`config.mk`:
```
export PLATFORM = sky130hd
export DESIGN_NAME = up_ack_aggregator
export DESIGN_NICKNAME = d
export VERILOG_FILES = /design/src/rtl/up_ack_aggregator.sv
export SDC_FILE = /design/constraint.sdc
export NUM_CORES = 1
export LEC_CHECK = 0
export BUFFER_PORTS_ARGS = -buffer_cell sky130_fd_sc_hd__clkbuf_2
export CORE_ASPECT_RATIO = 1.5
export CORE_MARGIN = 8
export CORE_UTILIZATION = 40
export DETAILED_ROUTE_END_ITERATION = 8
export PLACE_DENSITY = 0.67
export SYNTH_ARGS = -nofsm -noshare
export SYNTH_HDL_FRONTEND = slang
export SYNTH_SLANG_ARGS = --single-unit
```
`constraint.sdc`:
```
create_clock -name up_clk -period 5.6 [get_ports up_clk]
set_input_delay 0.84 -clock up_clk [delete_from_list [all_inputs] [get_ports up_clk]]
set_output_delay 0.84 -clock up_clk [all_outputs]
set_load 0.02 [all_outputs]
```
`src/rtl/up_ack_aggregator.sv`:
```
// Collects acks and read data from several up_* register slaves for up_axi.
// A per-direction watchdog issues a synthetic ack so a silent slave cannot stall the bus.

module up_ack_tracker #(
  parameter int NUM_SLAVES     = 3,
  parameter int TIMEOUT_CYCLES = 32
) (
  input  logic                  clk,
  input  logic                  rst,
  input  logic                  req,
  input  logic [13:0]           addr,
  input  logic [NUM_SLAVES-1:0] ack_s,
  output logic                  accept,
  output logic                  timeout,
  output logic                  stray,
  output logic                  multi,
  output logic [13:0]           addr_lat
);

  typedef enum logic {IDLE = 1'b0, WAIT = 1'b1} state_t;

  localparam logic [15:0] CNT_LAST = 16'(TIMEOUT_CYCLES - 1);

  state_t      state_reg, state_next;
  logic [15:0] cnt_reg, cnt_next;
  logic [13:0] addr_reg, addr_next;
  logic        ack_any;

  assign ack_any  = |ack_s;
  assign addr_lat = addr_reg;

  always_ff @(posedge clk or posedge rst) begin
    if (rst) begin
      state_reg <= IDLE;
      cnt_reg   <= '0;
      addr_reg  <= '0;
    end else begin
      state_reg <= state_next;
      cnt_reg   <= cnt_next;
      addr_reg  <= addr_next;
    end
  end

  always_comb begin
    state_next = state_reg;
    cnt_next   = cnt_reg;
    addr_next  = addr_reg;
    case (state_reg)
      IDLE: begin
        if (req && !ack_any) begin
          state_next = WAIT;
          cnt_next   = '0;
          addr_next  = addr;
        end
      end
      WAIT: begin
        // A real ack on the final cycle still beats the watchdog.
        if (ack_any || cnt_reg == CNT_LAST) state_next = IDLE;
        else                                cnt_next   = cnt_reg + 16'd1;
      end
      default: state_next = IDLE;
    endcase
  end

  always_comb begin
    accept  = 1'b0;
    timeout = 1'b0;
    stray   = 1'b0;
    case (state_reg)
      IDLE: begin
        accept = req && ack_any;
        stray  = !req && ack_any;
      end
      WAIT: begin
        accept  = ack_any;
        timeout = !ack_any && (cnt_reg == CNT_LAST);
      end
      default: ;
    endcase
    // More than one bit set: clearing the lowest set bit leaves something behind.
    multi = accept && ((ack_s & (ack_s - NUM_SLAVES'(1))) != '0);
  end

endmodule

module up_ack_aggregator #(
  parameter int          NUM_SLAVES     = 3,
  parameter int          TIMEOUT_CYCLES = 32,
  parameter logic [31:0] TIMEOUT_RDATA  = 32'hDEADDEAD,
  parameter int          OUTPUT_REG     = 1
) (
  input  logic                     up_clk,
  input  logic                     up_rst,
  input  logic                     up_wreq,
  input  logic [13:0]              up_waddr,
  input  logic                     up_rreq,
  input  logic [13:0]              up_raddr,
  input  logic [NUM_SLAVES-1:0]    up_wack_s,
  input  logic [NUM_SLAVES-1:0]    up_rack_s,
  input  logic [NUM_SLAVES*32-1:0] up_rdata_s,
  output logic                     up_wack,
  output logic                     up_rack,
  output logic [31:0]              up_rdata,
  input  logic                     up_err_clr,
  output logic                     up_err_timeout,
  output logic                     up_err_multi,
  output logic                     up_err_stray,
  output logic [14:0]              up_err_addr,
  output logic [7:0]               up_timeout_cnt
);

  logic        w_accept, w_timeout, w_stray, w_multi;
  logic        r_accept, r_timeout, r_stray, r_multi;
  logic [13:0] w_addr_lat, r_addr_lat;
  logic        wack_c, rack_c;
  logic [31:0] rdata_c;
  logic [31:0] or_chain [NUM_SLAVES+1];

  up_ack_tracker #(.NUM_SLAVES(NUM_SLAVES), .TIMEOUT_CYCLES(TIMEOUT_CYCLES)) u_wr (
    .clk(up_clk), .rst(up_rst), .req(up_wreq), .addr(up_waddr), .ack_s(up_wack_s),
    .accept(w_accept), .timeout(w_timeout), .stray(w_stray), .multi(w_multi),
    .addr_lat(w_addr_lat)
  );

  up_ack_tracker #(.NUM_SLAVES(NUM_SLAVES), .TIMEOUT_CYCLES(TIMEOUT_CYCLES)) u_rd (
    .clk(up_clk), .rst(up_rst), .req(up_rreq), .addr(up_raddr), .ack_s(up_rack_s),
    .accept(r_accept), .timeout(r_timeout), .stray(r_stray), .multi(r_multi),
    .addr_lat(r_addr_lat)
  );

  assign or_chain[0] = '0;
  for (genvar gi = 0; gi < NUM_SLAVES; gi++) begin : g_or
    assign or_chain[gi+1] = or_chain[gi] | up_rdata_s[32*gi +: 32];
  end

  assign wack_c  = w_accept | w_timeout;
  assign rack_c  = r_accept | r_timeout;
  assign rdata_c = r_accept  ? or_chain[NUM_SLAVES] :
                   r_timeout ? TIMEOUT_RDATA : 32'h0;

  if (OUTPUT_REG != 0) begin : g_out_reg
    always_ff @(posedge up_clk or posedge up_rst) begin
      if (up_rst) begin
        up_wack  <= 1'b0;
        up_rack  <= 1'b0;
        up_rdata <= '0;
      end else begin
        up_wack  <= wack_c;
        up_rack  <= rack_c;
        up_rdata <= rdata_c;
      end
    end
  end else begin : g_out_comb
    assign up_wack  = wack_c;
    assign up_rack  = rack_c;
    assign up_rdata = rdata_c;
  end

  logic        err_timeout_next, err_multi_next, err_stray_next;
  logic [14:0] err_addr_next;
  logic [7:0]  cnt_base;
  logic [8:0]  cnt_sum;
  logic [7:0]  cnt_next;

  // A clear in the same cycle as an error loses to the error.
  always_comb begin
    cnt_base         = up_err_clr ? 8'd0 : up_timeout_cnt;
    cnt_sum          = {1'b0, cnt_base} + {8'd0, w_timeout} + {8'd0, r_timeout};
    cnt_next         = cnt_sum[8] ? 8'hFF : cnt_sum[7:0];
    err_timeout_next = (up_err_timeout & ~up_err_clr) | w_timeout | r_timeout;
    err_multi_next   = (up_err_multi   & ~up_err_clr) | w_multi   | r_multi;
    err_stray_next   = (up_err_stray   & ~up_err_clr) | w_stray   | r_stray;
    err_addr_next    = up_err_clr ? 15'd0 : up_err_addr;
    if (r_timeout)      err_addr_next = {1'b1, r_addr_lat};
    else if (w_timeout) err_addr_next = {1'b0, w_addr_lat};
  end

  always_ff @(posedge up_clk or posedge up_rst) begin
    if (up_rst) begin
      up_err_timeout <= 1'b0;
      up_err_multi   <= 1'b0;
      up_err_stray   <= 1'b0;
      up_err_addr    <= '0;
      up_timeout_cnt <= '0;
    end else begin
      up_err_timeout <= err_timeout_next;
      up_err_multi   <= err_multi_next;
      up_err_stray   <= err_stray_next;
      up_err_addr    <= err_addr_next;
      up_timeout_cnt <= cnt_next;
    end
  end

endmodule

```
==> impl_metrics.tcl <==
set metrics [dict create \
    synthToLayoutAreaGrowth_pct 31.5 \
    viasPerCell 5.19 \
    gp_congestion 0.847 \
    grt_max_degree 71 \
    layout_commonest_cell "clkbuf_2" \
    hold-path-cell-count 2 \
    crit_path_start_kind "input port" \
    cap_violations 0 \
    synth_cell_type_count 45 \
    p_total_w 0.00226 \
    grt_usage_pct 17.4 \
    fin_crit_sh_pct 59.0 \
    most-common-layout-cells "194 x clkbuf_2, 122 x dfrtp_1, 79 x nand2_1" \
    largest_reg_flops 32 \
    cts_tree "done" \
    crit_path_max_fanout 18 \
    place_ws_ns 1.87 \
    port_buffers 194 \
    design.core.area_sq_mm 0.0133 \
    period_minus_slack_ns 3.31 \
    clk_path_buf_depth 2 \
    yosysSeqAreaShare_pct 56.9 \
    holdWs_ns 0.480 \
    rows 52 \
    path_class "in2reg" \
    grt-ovfl-total 0 \
    cts-root-buf "clkbuf_16" \
    postCtsHoldBufs 0 \
    required_ns 5.93 \
    fin_nets 855 \
    synthArstFlopShare_pct 100 \
    htreeDepth 4 \
    slew_viol_final 0 \
    status "complete, no violations" \
    antenna_found_initial 0 \
    die_w_microns 111 \
    dpl.cell_count 860 \
    holdCritPathClass "reg2reg" \
    start_util_pct 40.2 \
    drive_above_1_share_pct 34.9 \
    clk_latency_ns 0.41 \
    synth-main-ff-cell "dfrtp_1" \
    relSlewSlack_pct 41.8 \
    ios 195 \
    grt_setup_unrepaired "no" \
    antenna_cells 0 \
    end_kind "register" \
    max_freq_mhz 302 \
    yosys_warnings 0 \
    p_leak_nw 3.68 \
    worstMarginPinSlew_ns 0.872 \
    final.setup_skew_ns 0.0122 \
    drt_wl_total_mm 14.8 \
    clkTransAtPathRegs_ns 0.06 \
    drtIter0Drc 228 \
    grt_pass1_wl_mm 24.6 \
    cts-resized-gates 0 \
    netlist_instances 521 \
    die_h_microns 158 \
    vias 4631 \
    grt_pass1_vias 4988 \
    post-dp-hpwl_mm 11.2 \
    fill_cells 1193 \
    post_cts_buffers 0 \
    synth_seq_cells 122 \
    syn_nets 659 \
    remaining_drc_errors 0 \
    powerDensity_mw_per_mm2 320 \
    syn_area_sq_mm 0.00537 \
    fin_ws_ns 2.29 \
    hold_viol_final 0 \
    wl_per_cell_microns 16.6 \
    max-vdd-ir-drop_uv 196 \
    fin_setup_tns_ns 0 \
    cts_sinks 122 \
    setup_viol 0 \
    r2r_cells 10 \
    ant_nets 0 \
    die_area_sq_mm 0.0175 \
    synth_edf_count 0 \
    crit_arrival_ns 3.63 \
    synth_area_per_cell_sq_um 10.3 \
    dr.pass1.iters 4 \
    final_cells 892 \
    numCtsBuffers 17 \
]
## routing by layer
| metal | track usage, % | part of all wire, % | wire (microns) |
|---|---|---|---|
| met1 | 19.1 | 40 | 5940 |
| met2 | 30.1 | 52 | 7700 |
| met3 | 5.65 | 6.1 | 909 |
| met4 | 7.30 | 2.0 | 297 |
| met5 | 0 | 0 | 0 |
## power by group
part	internal (W)	switching, W	total, W
clock network	0.000648	0.000405	0.00105
registers	0.000952	0.0000420	0.000994
logic	0.0000908	0.000118	0.000209
total	0.00169	0.000566	0.00226
## cell usage after synthesis (all sizes together) (2+ instances only)
cell / n / area, sq um
and2: 3 / 20.0
and4: 6 / 52.6
xnor2: 7 / 61.3
o21ai: 35 / 175
nand3: 22 / 110
clkbuf: 14 / 52.6
or2: 2 / 12.5
nand3b: 4 / 30.0
and3: 6 / 37.5
dfrtp: 122 / 3050
xor2: 3 / 26.3
nand2b: 4 / 25.0
nand2: 79 / 297
nor2: 37 / 139
nor2b: 15 / 93.8
nor4: 9 / 68.8
buf: 8 / 51.3
mux2: 14 / 158
nor4b: 3 / 41.3
mux2i: 25 / 250
nor3: 40 / 211
o311ai: 2 / 17.5
ha: 2 / 25.0
or3: 6 / 37.5
a21oi: 25 / 125
inv: 8 / 30.0
nand4: 9 / 56.3
## kinds of logic (layout without fill, tap and decap cells)
logic type | count (synthesis) | count (layout) | share of synthesized area (%)
XOR/XNOR | 10 | 10 | 1.63
buffers and inverters | 30 | 239 | 2.49
adder cells (fa/ha/maj) | 4 | 4 | 1.03
AND/OR/NAND/NOR | 248 | 248 | 23.5
multiplexers | 39 | 39 | 7.60
AO/OA/AOI/OAI | 68 | 68 | 6.83
flip-flops | 122 | 122 | 56.9
## stage by stage
step,utilization [%],cell area (sq um)
after floorplan,-,5370
after global placement,48.6,6480
after detailed placement,48.6,6480
after CTS,52.9,7060
after global routing,52.9,7060
final,52.9,7060
## layout make-up
cell class	count	area, sq um	area share [%]
clock inverters	12	114	1.61
well taps	162	203	2.87
flip-flops and latches	122	3050	43.3
repair buffers	199	1010	14.3
clock buffers	20	467	6.61
multi-input cells	369	2180	30.9
inverters	8	32.5	0.461
## path summary, 6_finish.rpt
check,startpoint,to,slack [ns]
max,up_wack_s[1],up_timeout_cnt[5]$_DFF_PP0_,2.29
min,u_wr.addr_lat[4]$_DFFE_PP0P_,u_wr.addr_lat[4]$_DFFE_PP0P_,0.48
max reg2reg,u_wr.state_reg$_DFF_PP0_,up_timeout_cnt[5]$_DFF_PP0_,2.50
min reg2reg,u_wr.addr_lat[4]$_DFFE_PP0P_,u_wr.addr_lat[4]$_DFFE_PP0P_,0.48
max in group asynchronous,up_rst,u_rd.addr_lat[6]$_DFFE_PP0P_,3.81
min in group asynchronous,up_rst,up_rdata[28]$_DFF_PP0_,0.59
## critical path, cell delays in order
cell	delay, ns
clkbuf_2	0.13
nor4b_4	0.44
and2_1	0.23
nand4_1	0.09
buf_4	0.25
fa_1	0.43
nor2b_1	0.28
and4_1	0.32
nand3_1	0.11
or3_1	0.40
o21ai_0	0.11
Note: power is estimated with default switching activity, not from simulation.
